`src/rtl/wr_control.sv`:
```
// rtl/wr_control.sv - skewed per-bank write sequencer storing one systolic result tile into memArr
// Optional build macro: WR_CONTROL_STALL_EN (adds the stall input).
module wr_control #(
  parameter int WIDTH_HEIGHT = 16,
  parameter int ADDR_W       = 8
) (
  input  logic                           clk,
  input  logic                           reset,
  input  logic                           start,
  input  logic [ADDR_W-1:0]              base_addr,
  input  logic [ADDR_W:0]                len,
`ifdef WR_CONTROL_STALL_EN
  input  logic                           stall,
`endif
  output logic [WIDTH_HEIGHT-1:0]        wr_en,
  output logic [WIDTH_HEIGHT*ADDR_W-1:0] wr_addr,
  output logic                           busy,
  output logic                           done
);

  localparam int T_W = $clog2((1 << ADDR_W) + WIDTH_HEIGHT);

  typedef enum logic [1:0] {IDLE, RUN, FIN} state_t;

  state_t                         state, state_n;
  logic [T_W-1:0]                 cnt, cnt_n, t_emit;
  logic [ADDR_W-1:0]              base_q, base_n;
  logic [ADDR_W:0]                len_q, len_n;
  logic                           emit;
  logic                           stall_i;
  logic [WIDTH_HEIGHT-1:0]        wr_en_d;
  logic [WIDTH_HEIGHT*ADDR_W-1:0] wr_addr_d;

`ifdef WR_CONTROL_STALL_EN
  assign stall_i = stall;
`else
  assign stall_i = 1'b0;
`endif

  // cnt is the index of the next write to issue; outputs are registered from
  // the next-state view so the write for index t appears the cycle it is chosen.
  always_comb begin
    state_n   = state;
    cnt_n     = cnt;
    base_n    = base_q;
    len_n     = len_q;
    emit      = 1'b0;
    t_emit    = cnt;
    wr_en_d   = '0;
    wr_addr_d = '0;
    case (state)
      IDLE: begin
        if (start) begin
          base_n = base_addr;
          len_n  = len;
          if (len != '0) begin
            state_n = RUN;
            emit    = 1'b1;
            t_emit  = '0;
            cnt_n   = T_W'(1);
          end else begin
            state_n = FIN;
          end
        end
      end
      RUN: begin
        if (!stall_i) begin
          if (cnt == T_W'(len_q) + T_W'(WIDTH_HEIGHT - 1)) begin
            state_n = FIN;
          end else begin
            emit  = 1'b1;
            cnt_n = cnt + T_W'(1);
          end
        end
      end
      FIN: state_n = IDLE;
      default: state_n = IDLE;
    endcase

    for (int i = 0; i < WIDTH_HEIGHT; i++) begin
      if (emit && (t_emit >= T_W'(i)) && (t_emit < T_W'(i) + T_W'(len_n))) begin
        wr_en_d[i] = 1'b1;
        wr_addr_d[i*ADDR_W +: ADDR_W] = base_n + ADDR_W'(t_emit - T_W'(i));
      end
    end
  end

  always_ff @(posedge clk) begin
    if (reset) begin
      state   <= IDLE;
      cnt     <= '0;
      base_q  <= '0;
      len_q   <= '0;
      wr_en   <= '0;
      wr_addr <= '0;
      busy    <= 1'b0;
      done    <= 1'b0;
    end else begin
      state   <= state_n;
      cnt     <= cnt_n;
      base_q  <= base_n;
      len_q   <= len_n;
      wr_en   <= wr_en_d;
      wr_addr <= wr_addr_d;
      busy    <= (state_n == RUN);
      done    <= (state_n == FIN);
    end
  end

endmodule

```
`config.mk`:
```
export PLATFORM = sky130hd
export DESIGN_NAME = wr_control
export DESIGN_NICKNAME = d
export VERILOG_FILES = /design/src/rtl/wr_control.sv
export SDC_FILE = /design/constraint.sdc
export NUM_CORES = 1
export LEC_CHECK = 0
export CAP_MARGIN = 40
export CORE_MARGIN = 4
export CORE_UTILIZATION = 40
export DETAILED_ROUTE_END_ITERATION = 10
export PLACE_DENSITY = 0.59
export SLEW_MARGIN = 25
export SYNTH_ARGS = -nofsm -noshare
export SYNTH_HDL_FRONTEND = slang
export SYNTH_SLANG_ARGS = --single-unit
```
`constraint.sdc`:
```
create_clock -name clk -period 5.51 [get_ports clk]
set_input_delay 0.8265 -clock clk [delete_from_list [all_inputs] [get_ports clk]]
set_output_delay 0.8265 -clock clk [all_outputs]
set_load 0.1 [all_outputs]
```
After elaboration in Yosys (flattened, before gate mapping)

Index checks and enable logic that the tools add are counted.
W data, S select, Z words.

Eq/ne operators: 7
$mul: 0
Mux-type cells: 35
$add $sub $neg: 48
Bitwise logic cells: 16
Shift operators: 0
Order comparisons: 32
Divide/modulo/power cells: 0
Reductions and logical operators: 52

Operators by type and width:

| kind                  | number |
|---|---|
| $lt A9 B9 Y1          | 16 |
| $add A8 B8 Y8         | 16 |
| $add A4 B9 Y9 const A | 8 |
| $ge A9 B4 Y1 const B  | 8 |
| $mux W9               | 8 |
| $sub A8 B4 Y8 const B | 8 |
| $add A3 B9 Y9 const A | 4 |
| $ge A9 B3 Y1 const B  | 4 |
| $logic_and A1 B1 Y1   | 32 |
| $reduce_or A2 Y1      | 16 |
| $sub A8 B3 Y8 const B | 4 |
| $mux W1               | 19 |
| $add A2 B9 Y9 const A | 2 |
| $ge A9 B1 Y1 const B  | 2 |
| $ge A9 B2 Y1 const B  | 2 |
| $pmux W9 S2           | 1 |
| $mux W8               | 2 |
| $not A1 Y1            | 16 |
| $sub A8 B2 Y8 const B | 2 |
| $add A1 B9 Y9 const A | 1 |
| $add A9 B1 Y9 const B | 1 |
| $add A9 B4 Y9 const B | 1 |
| $eq A9 B9 Y1          | 1 |
| $reduce_bool A9 Y1    | 1 |
| other kinds (10)      | 15 |

Input bits: 20
Logic and storage cells: 213
Bits in registers: 174
RAM bits: 0
Memories kept: 0
Bits in read-only memories: 0
Bits in latches: 0

Depth between registers and ports, before layout

Gate-level depths: netlist (run 1).

Word-level depth: 9
Depth in mapped cells: 19

Least setup slack after synthesis (run 1)

OpenSTA, ideal clock, no wires.

Path type: in2reg
Start: input port start
End: register wr_addr[91]
Library setup time: 120 ps
Data required time: 5390 ps
Setup slack: 905 ps
Cell stages on the path: 18
Arrival: 4485 ps
Cell sequence: nor3b_2 -> buf_2 -> clkbuf_1 -> nor2_1 -> a21oi_1 -> inv_1 -> ha_1 -> clkbuf_1 -> a21o_1 -> a21oi_1 -> nor2_1 -> xor2_1 -> ha_1 -> o211ai_1 -> or2_2 -> o32a_1 -> nand4_2 -> nor2_1

Word-level cells in the longest chain between the ends: 7
Elaborated cells on any way between the ends: 17
Classes of those cells: add/sub: 3; order compare: 2; mux: 8; bitwise: 1; reduce/logical: 3

RTL lines:

| item                       | line | source |
|---|---|---|
| from (decl)                | 9    | `input logic start,` |
| $mux W9                    | 53   | `if (start) begin` |
| $mux W9                    | 51   | `case (state)` |
| named net len_n[1]         | 28   | `logic [ADDR_W:0] len_q, len_n;` |
| $add A4 B9 Y9              | 81   | `if (emit && (t_emit >= T_W'(i)) && (t_emit < T_W'(i) + T_W'(len_n))) begin` |
| $lt A9 B9 Y1               | 81   |  |
| $logic_and A1 B1 Y1        | 81   |  |
| $not A1 Y1 (no line)       | --   |  |
| $reduce_or A2 Y1 (no line) | --   |  |
| to (signal assigned)       | 104  | `wr_addr <= wr_addr_d;` |
| to (decl)                  | 16   | `output logic [WIDTH_HEIGHT*ADDR_W-1:0] wr_addr,` |

The timed path passes the listed nets, and every way through them passes these cells.
A chain may end at the register's enable or synchronous reset.

Worst setup path after layout (run 1)

Start: input port start
End: register wr_addr[91]

Word-level cells in the longest chain between the ends: 7
Elaborated cells on any way between the ends: 17
Classes of those cells: add/sub: 3; order compare: 2; mux: 8; bitwise: 1; reduce/logical: 3

RTL lines:

| item                                                       | line |
|---|---|
| $mux W9                                                    | 53 |
| $mux W9                                                    | 51 |
| $add A4 B9 Y9 / $ge A9 B4 Y1 (equally long branches)       | 81 |
| $lt A9 B9 Y1 / $logic_and A1 B1 Y1 (equally long branches) | 81 |
| $logic_and A1 B1 Y1                                        | 81 |
| $not A1 Y1 (no line)                                       | -- |
| $reduce_or A2 Y1 (no line)                                 | -- |

Parallel ways exist; a longest one is shown, timed or not.

==> impl_results.md, run 1 <==
* Register area at between 0.003 and 0.004 mm2
* Initial antenna violation count at 0
* Leak pwr at between 7 and 8 nW
* FF+latch count, synth at approximately 170
* Worst slack at placement at 262 ps
* Fmax at a little over 200 MHz
* Reg-to-Reg Start: state[1]$_SDFF_PP0_
* Nets at 1835
* Setup crit end: wr_addr[91]$_SDFF_PP0_
* IO Port Bufs at 165
* Post-synth top area share at 29.5%
* Core area at about 0.029 mm2
* P per Cell Area at approximately 220 mW/mm2
* DRC viols at 0
* CP Launch Type: primary input
* Post-Syn Area per Cell at around 8.7 um2
* CTS Hold Bufs at 0
* Cell accounting for the most synthesized area: dfxtp_1
* Worst ir drop on vdd at roughly 190 uV
* Status: finished, final reports clean
* Routed vias at about 11000
* Arrival time at the worst endpoint at approximately 5200 ps
* Final Slew Violations at 0
* Sequential share of power at approximately 34%
* FP Rows at 62
* Tot Pwr at 3.85 mW
* Reg2Reg Depth at 15
* Reg2reg end: wr_addr[20]$_SDFF_PP0_
* Mapped Cells at 1365
* EDFF count, synth at 0
* CP max stage delay at between 500 and 600 ps
* DR WL/cell at around 21 um
* Clock latency on the worst-skew pair at roughly 440 ps
* Sequential area share after synthesis at approximately 29%
* Footprint of the multi-input gates at between 0.007 and 0.008 mm2
* Count of final setup violators at 0
* Post-route cell area at roughly 0.017 mm2
* Net switching power at around 1.3 mW
* Crit path max-delay family: simple AND/OR/NAND/NOR gates
* Max clock buf depth at 2
* Clock Skew at a little under 20 ps
* Fin worst setup slack at between 600 and 700 ps
* First-pass GRT wire length at roughly 68000 um
* Hold Crit Class: register to register
* Largest net degree at the start of global routing at 31
* Area delta synth->final at 46.3%
* YS warnings at 0
* Slew headroom at 42.1%
* Cell Chain, Critical Path: clkdlybuf4s50_1 -> or3b_1 -> buf_4 -> a21oi_2 -> ha_1 -> inv_1 -> a221oi_1 -> buf_4 -> nor2_1 -> xor2_1 -> ha_1 -> a221o_1 -> nor4_1 -> nand4_2 -> nor2_1
* Switching Fraction at a little over a third
* DR pass1 iterations at 7
* Setup Fix Bufs, Post-CTS at 0
* Number of cells on the critical path at 15
* Synth unique cells at 94
* GRT overflow at 0
* TritonCTS Buffers at 17
* Worst-path fanout max at 11
* Final WL at 44200 um
* DIE WIDTH at about 180 um
* Commonest cells after routing, fill and taps aside: nor2_1, dfxtp_1, clkdlybuf4s50_1
* Hpwl dp at around 34000 um
* Initial drt markers at between 800 and 900
* Area of the die at around 0.032 mm2
* CTS tree: built
* Mapped Area at between 0.01 and 0.015 mm2
* Root Buffer: clkbuf_16
* Vias per std cell at approximately 5.5
* DIE HEIGHT at roughly 180 um
* Least-Margin Pin Slew at around 870 ps
* Max-cap violations at 0
* Internal power at 2.50 mW
* IO Pins at ~170
* Routed Antenna Nets at 0
* Commonest non-fill, non-tap cell in the layout: nor2_1
* Dominant synthesized flop cell: dfxtp_1
* Setup TNS at 0 ps
* Worst Path Required at a little under 6000 ps
* # clock sinks at roughly 170
* Gr usage total at 26.6%
* Diode count at 0
* Worst setup startpoint: start
* Ratio of cells with drive above 1 in the final layout at 18.5%
* Vias in the first global route at around 12000
* Fillers at around 2400
* Buffers & Inverters on Critical Path at 4
* CTS H-tree depth at 4
* Final min period at a little under 5000 ps
* Syn_nets at roughly 1500
* Reg2reg setup slack at about 1100 ps
* Post-DP Area at approximately 0.017 mm2
* Slowest-stage cell, CP: or3b_1
* Final period util at 87.8%
* Gp weighted congestion at 0.912
* RSZ-0062 raised after global routing: no
* Initial core utilization at 40.9%
* Clk pwr share at ~36%
* Hold Fails Final Rpt at 0
* Worst setup EP type: register
* Largest cells by area after synthesis: dfxtp_1, ha_1, xnor2_1, nor2_1, xor2_1
* Crit Path Category: primary input to register
* Post-CTS Resized at 0
* Reg clk slew, reported paths at approximately 70 ps
* Synth async-reset ratio at 0%
* Combinational power share at a little under a third
per-layer routing:
metal	part of all wire [%]	routed length [um]	global-route usage, %	up-vias
met5	0	0	0	-
met4	4.7	2060	11.6	0
met3	5.6	2490	3.78	107
met2	49	21800	47.6	463
met1	40	17800	31.8	5427
li1	-	-	-	5361
sequential cells by signal, indices dropped and copies added (netlist names):
signal   cells
done         1
wr_en       16
len_q        9
busy         1
base_q       8
wr_addr    128
state        2
cnt          9
power groups by stage:
stage	clock [mW]	sequential (mW)	combinational, mW
after floorplan	0	1.38	0.721
after global placement	0	1.32	1.09
after detailed placement	0	1.32	1.13
after CTS	1.39	1.29	1.15
after global routing	1.45	1.30	1.25
final	1.39	1.29	1.16
metrics by stage:
| stage | std cells | util, % | hold slack (ps) |
|---|---|---|---|
| 2_1_floorplan | 1365 | - | 476 |
| 3_3_place_gp | 1900 | 48.6 | 495 |
| 3_5_place_dp | 2048 | 57.5 | 532 |
| 4_1_cts | 2080 | 59.7 | 543 |
| 5_1_grt | 2081 | 59.8 | 564 |
| 6_report | 2081 | 59.8 | 540 |
worst min path at each step:
stage | start | cells past startpoint | to | slack, ps
after floorplan | base_q[4]$_SDFF_PP0_ | 2 | base_q[4]$_SDFF_PP0_ | 480
after global placement | base_q[7]$_SDFF_PP0_ | 2 | base_q[7]$_SDFF_PP0_ | 490
after detailed placement | base_q[7]$_SDFF_PP0_ | 2 | base_q[7]$_SDFF_PP0_ | 530
after CTS | base_q[7]$_SDFF_PP0_ | 2 | base_q[7]$_SDFF_PP0_ | 540
after global routing | base_q[7]$_SDFF_PP0_ | 2 | base_q[7]$_SDFF_PP0_ | 560
final | base_q[0]$_SDFF_PP0_ | 2 | base_q[0]$_SDFF_PP0_ | 540
area by class of cell:
class	count	share of cell area [%]
repair buffers	371	27.1
flip-flops and latches	174	20.1
well taps	384	2.78
clock buffers	20	2.58
multi-input cells	1040	44.6
clock inverters	12	1.14
inverters	80	1.74
cell families (layout without fill, tap and decap cells):
| group | Yosys count | after routing | synth area share, % |
|---|---|---|---|
| simple gates | 429 | 429 | 17.8 |
| mux | 23 | 23 | 2.25 |
| compound gates | 281 | 281 | 17.2 |
| fa+ha+maj | 141 | 141 | 15.5 |
| xor+xnor | 166 | 166 | 12.4 |
| buf+inv | 151 | 483 | 5.42 |
| flops | 174 | 174 | 29.5 |
Yosys cell counts, types with 5 or more instances:
master,n
o21a_1,6
fa_1,12
nor3_1,50
xnor2_1,91
clkbuf_1,39
o211ai_1,7
buf_6,6
nor3_2,13
o2111ai_1,7
nor2b_1,10
nand2b_1,8
o31ai_1,9
mux2i_1,14
buf_1,10
nand4_1,9
a21oi_1,106
o21bai_1,7
and3_1,10
and2_1,21
maj3_2,5
nand3_1,18
o21ai_0,25
or2_2,7
buf_2,13
a211oi_1,7
a221o_1,5
maj3_1,5
nor3b_1,8
nor4_1,6
a221oi_1,8
nand2_1,74
xor2_1,74
o41ai_1,5
inv_2,7
a21o_1,22
ha_1,119
a31oi_1,6
nor2_1,175
dfxtp_1,174
inv_1,72
worst min-delay path, cell delays in order, from the launching register on:
cell and delay [ps]:
dfxtp_1 310, mux2i_1 100, nor2_1 90
(Power assumes the default switching activity.)
==> run 2: changes to the inputs <==
--- a/config.mk
+++ b/config.mk
@@ -8,6 +8,7 @@
 export CAP_MARGIN = 40
 export CORE_MARGIN = 4
 export CORE_UTILIZATION = 40
+export CTS_CLUSTER_SIZE = 14
 export DETAILED_ROUTE_END_ITERATION = 10
 export PLACE_DENSITY = 0.59
 export SLEW_MARGIN = 25
==> results of run 2 <==
No change in the layout: final DEF, timing and power equal those of run 1.
==> run 3: changes to the inputs <==
--- a/config.mk
+++ b/config.mk
@@ -10,7 +10,9 @@
 export CORE_UTILIZATION = 40
 export CTS_CLUSTER_SIZE = 14
 export DETAILED_ROUTE_END_ITERATION = 10
+export GPL_TIMING_DRIVEN = 0
 export PLACE_DENSITY = 0.59
+export REMOVE_ABC_BUFFERS = 1
 export SLEW_MARGIN = 25
 export SYNTH_ARGS = -nofsm -noshare
 export SYNTH_HDL_FRONTEND = slang
==> impl_results.md, run 3 (synthesized netlist as in run 1, its figures left out) <==
* Clock Skew at 22.4 ps (was 19.8 ps)
* DIE WIDTH at 180 um (unchanged)
* TritonCTS Buffers at 17 (unchanged)
* Fmax at 188 MHz (was 207 MHz)
* Hold Crit Class: register to register (unchanged)
* P per Cell Area at 211 mW/mm2 (was 222 mW/mm2)
* First-pass GRT wire length at 65700 um (was 68100 um)
* Diode count at 0 (unchanged)
* DR WL/cell at 21.0 um (was 21.2 um)
* CTS tree: built (unchanged)
* Slew headroom at 44.7% (was 42.1%)
* Routed vias at 11200 (was 11400)
* Final min period at 5330 ps (was 4840 ps)
* Least-Margin Pin Slew at 828 ps (was 865 ps)
* Initial core utilization at 40.9% (unchanged)
* Final WL at 42800 um (was 44200 um)
* Largest net degree at the start of global routing at 32 (was 31)
* Initial drt markers at 881 (was 895)
* Routed Antenna Nets at 0 (unchanged)
* Worst-path fanout max at 31 (was 11)
* Fillers at 2372 (was 2394)
* DRC viols at 0 (unchanged)
* Worst ir drop on vdd at 185 uV (was 190 uV)
* Setup TNS at 0 ps (unchanged)
* DR pass1 iterations at 7 (unchanged)
* Reg clk slew, reported paths at 70 ps (about the same)
* CP Launch Type: primary input (unchanged)
* Nets at 1800 (was 1835)
* Area of the die at 0.0324 mm2 (unchanged)
* Leak pwr at 7.14 nW (was 7.29 nW)
* Arrival time at the worst endpoint at 5600 ps (was 5200 ps)
* CTS Hold Bufs at 0 (unchanged)
* Post-route cell area at 0.0172 mm2 (was 0.0173 mm2)
* DIE HEIGHT at 180 um (unchanged)
* Core area at 0.0289 mm2 (unchanged)
* IO Pins at 166 (unchanged)
* Crit Path Category: primary input to register (unchanged)
* Max reg flops at 128 (unchanged)
* Status: finished, final reports clean (unchanged)
* CTS H-tree depth at 4 (unchanged)
* Hold Fails Final Rpt at 0 (unchanged)
* RSZ-0062 raised after global routing: no (unchanged)
* GRT overflow at 0 (unchanged)
* Largest register by flop count: wr_addr (unchanged)
* Worst setup EP type: register (unchanged)
* Worst Path Required at 5780 ps (was 5870 ps)
* Commonest cells after routing, fill and taps aside: nor2_1, dfxtp_1, clkdlybuf4s50_1 (unchanged)
* Clock latency on the worst-skew pair at 450 ps (was 440 ps)
* Max-cap violations at 0 (unchanged)
* Root Buffer: clkbuf_16 (unchanged)
* Register area at 0.00348 mm2 (unchanged)
* Final period util at 96.8% (was 87.8%)
* Gp weighted congestion at 0.942 (was 0.912)
* FP Rows at 62 (unchanged)
* Count of final setup violators at 0 (unchanged)
* Footprint of the multi-input gates at 0.00783 mm2 (was 0.00771 mm2)
* Commonest non-fill, non-tap cell in the layout: nor2_1 (unchanged)
* Biggest regs: wr_addr x128, wr_en x16 (unchanged)
* Area delta synth->final at 45.7% (was 46.3%)
* Vias per std cell at 5.50 (was 5.46)
* IO Port Bufs at 165 (unchanged)
* # clock sinks at 174 (unchanged)
* Ratio of cells with drive above 1 in the final layout at 17.7% (was 18.5%)
* Vias in the first global route at 11100 (was 11500)
* Gr usage total at 25.7% (was 26.6%)
* Hpwl dp at 32600 um (was 34000 um)
* Initial antenna violation count at 0 (unchanged)
* Final Slew Violations at 0 (unchanged)
* Max clock buf depth at 2 (unchanged)
* Post-DP Area at 0.0165 mm2 (was 0.0166 mm2)
==> run 3: cell count changes in the layout (fill, tap and decap cells not counted), moves of 3 or more <==
cell / delta
ha_1: -4
buf_6: +5
mux2i_4: +3
buf_4: -50
buf_16: +6
inv_8: +3
ha_2: +3
mux2i_2: -3
a21oi_2: +3
a21oi_1: -3
bufinv_16: -4
==> run 3: layer usage <==
layer  GRT usage, %  routed length [um]
met2           44.4               21200
met1           31.7               17300
met4           11.2                1760
met5              0                   0
met3           3.94                2580
==> run 3: layout make-up <==
class	instances	share of cell area, %
multi-input cells	1040	45.4
repair buffers	336	26.6
flip-flops and latches	174	20.2
well taps	384	2.79
clock buffers	17	2.47
inverters	80	1.75
clock inverters	14	0.820
==> run 3: per-stage QoR <==
stage / instances / utilization, % / setup slack (ps) / hold slack (ps) / power (mW)
floorplan: 1294 / - / 500 / 476 / 2.08
global placement: 1843 / 47.1 / -2050 / 496 / 2.35
detailed placement: 2006 / 57.1 / -631 / 519 / 2.43
CTS: 2038 / 59.3 / 6.91 / 536 / 3.64
global route: 2045 / 59.6 / 19.6 / 582 / 3.80
finish: 2045 / 59.6 / 177 / 535 / 3.65
==> run 3: power by group <==
group	switching (mW)	leakage, nW	internal [mW]	total, mW
registers	0.0238	1.41	1.28	1.30
logic	0.713	5.47	0.423	1.14
clock network	0.609	0.270	0.602	1.21
total	1.35	7.14	2.30	3.65
==> run 3: critical path: stages <==
cell	delay, ps
clkdlybuf4s50_1	600
nor4_1	690
a32oi_4	400
inv_2	630
ha_1	360
inv_1	70
ha_1	390
buf_8	240
nand2_1	130
o21ai_0	410
a21oi_1	110
xor2_1	180
nor4_1	510
==> run 3: worst paths after layout <==
| kind | start | to | slack, ps | cells after the start |
|---|---|---|---|---|
| min reg2reg | base_q[0]$_SDFF_PP0_ | base_q[0]$_SDFF_PP0_ | 530 | 2 |
| max | len[1] | wr_addr[63]$_SDFF_PP0_ | 180 | 13 |
| max reg2reg | state[0]$_SDFF_PP0_ | wr_addr[9]$_SDFF_PP0_ | 660 | 16 |
| min | base_q[0]$_SDFF_PP0_ | base_q[0]$_SDFF_PP0_ | 530 | 2 |
==> run 3: timing repair <==
action,in CTS,in global routing
setup endpoints to repair,45,66
pin swaps,2,3
resized for setup,10,5
buffers inserted,1,5
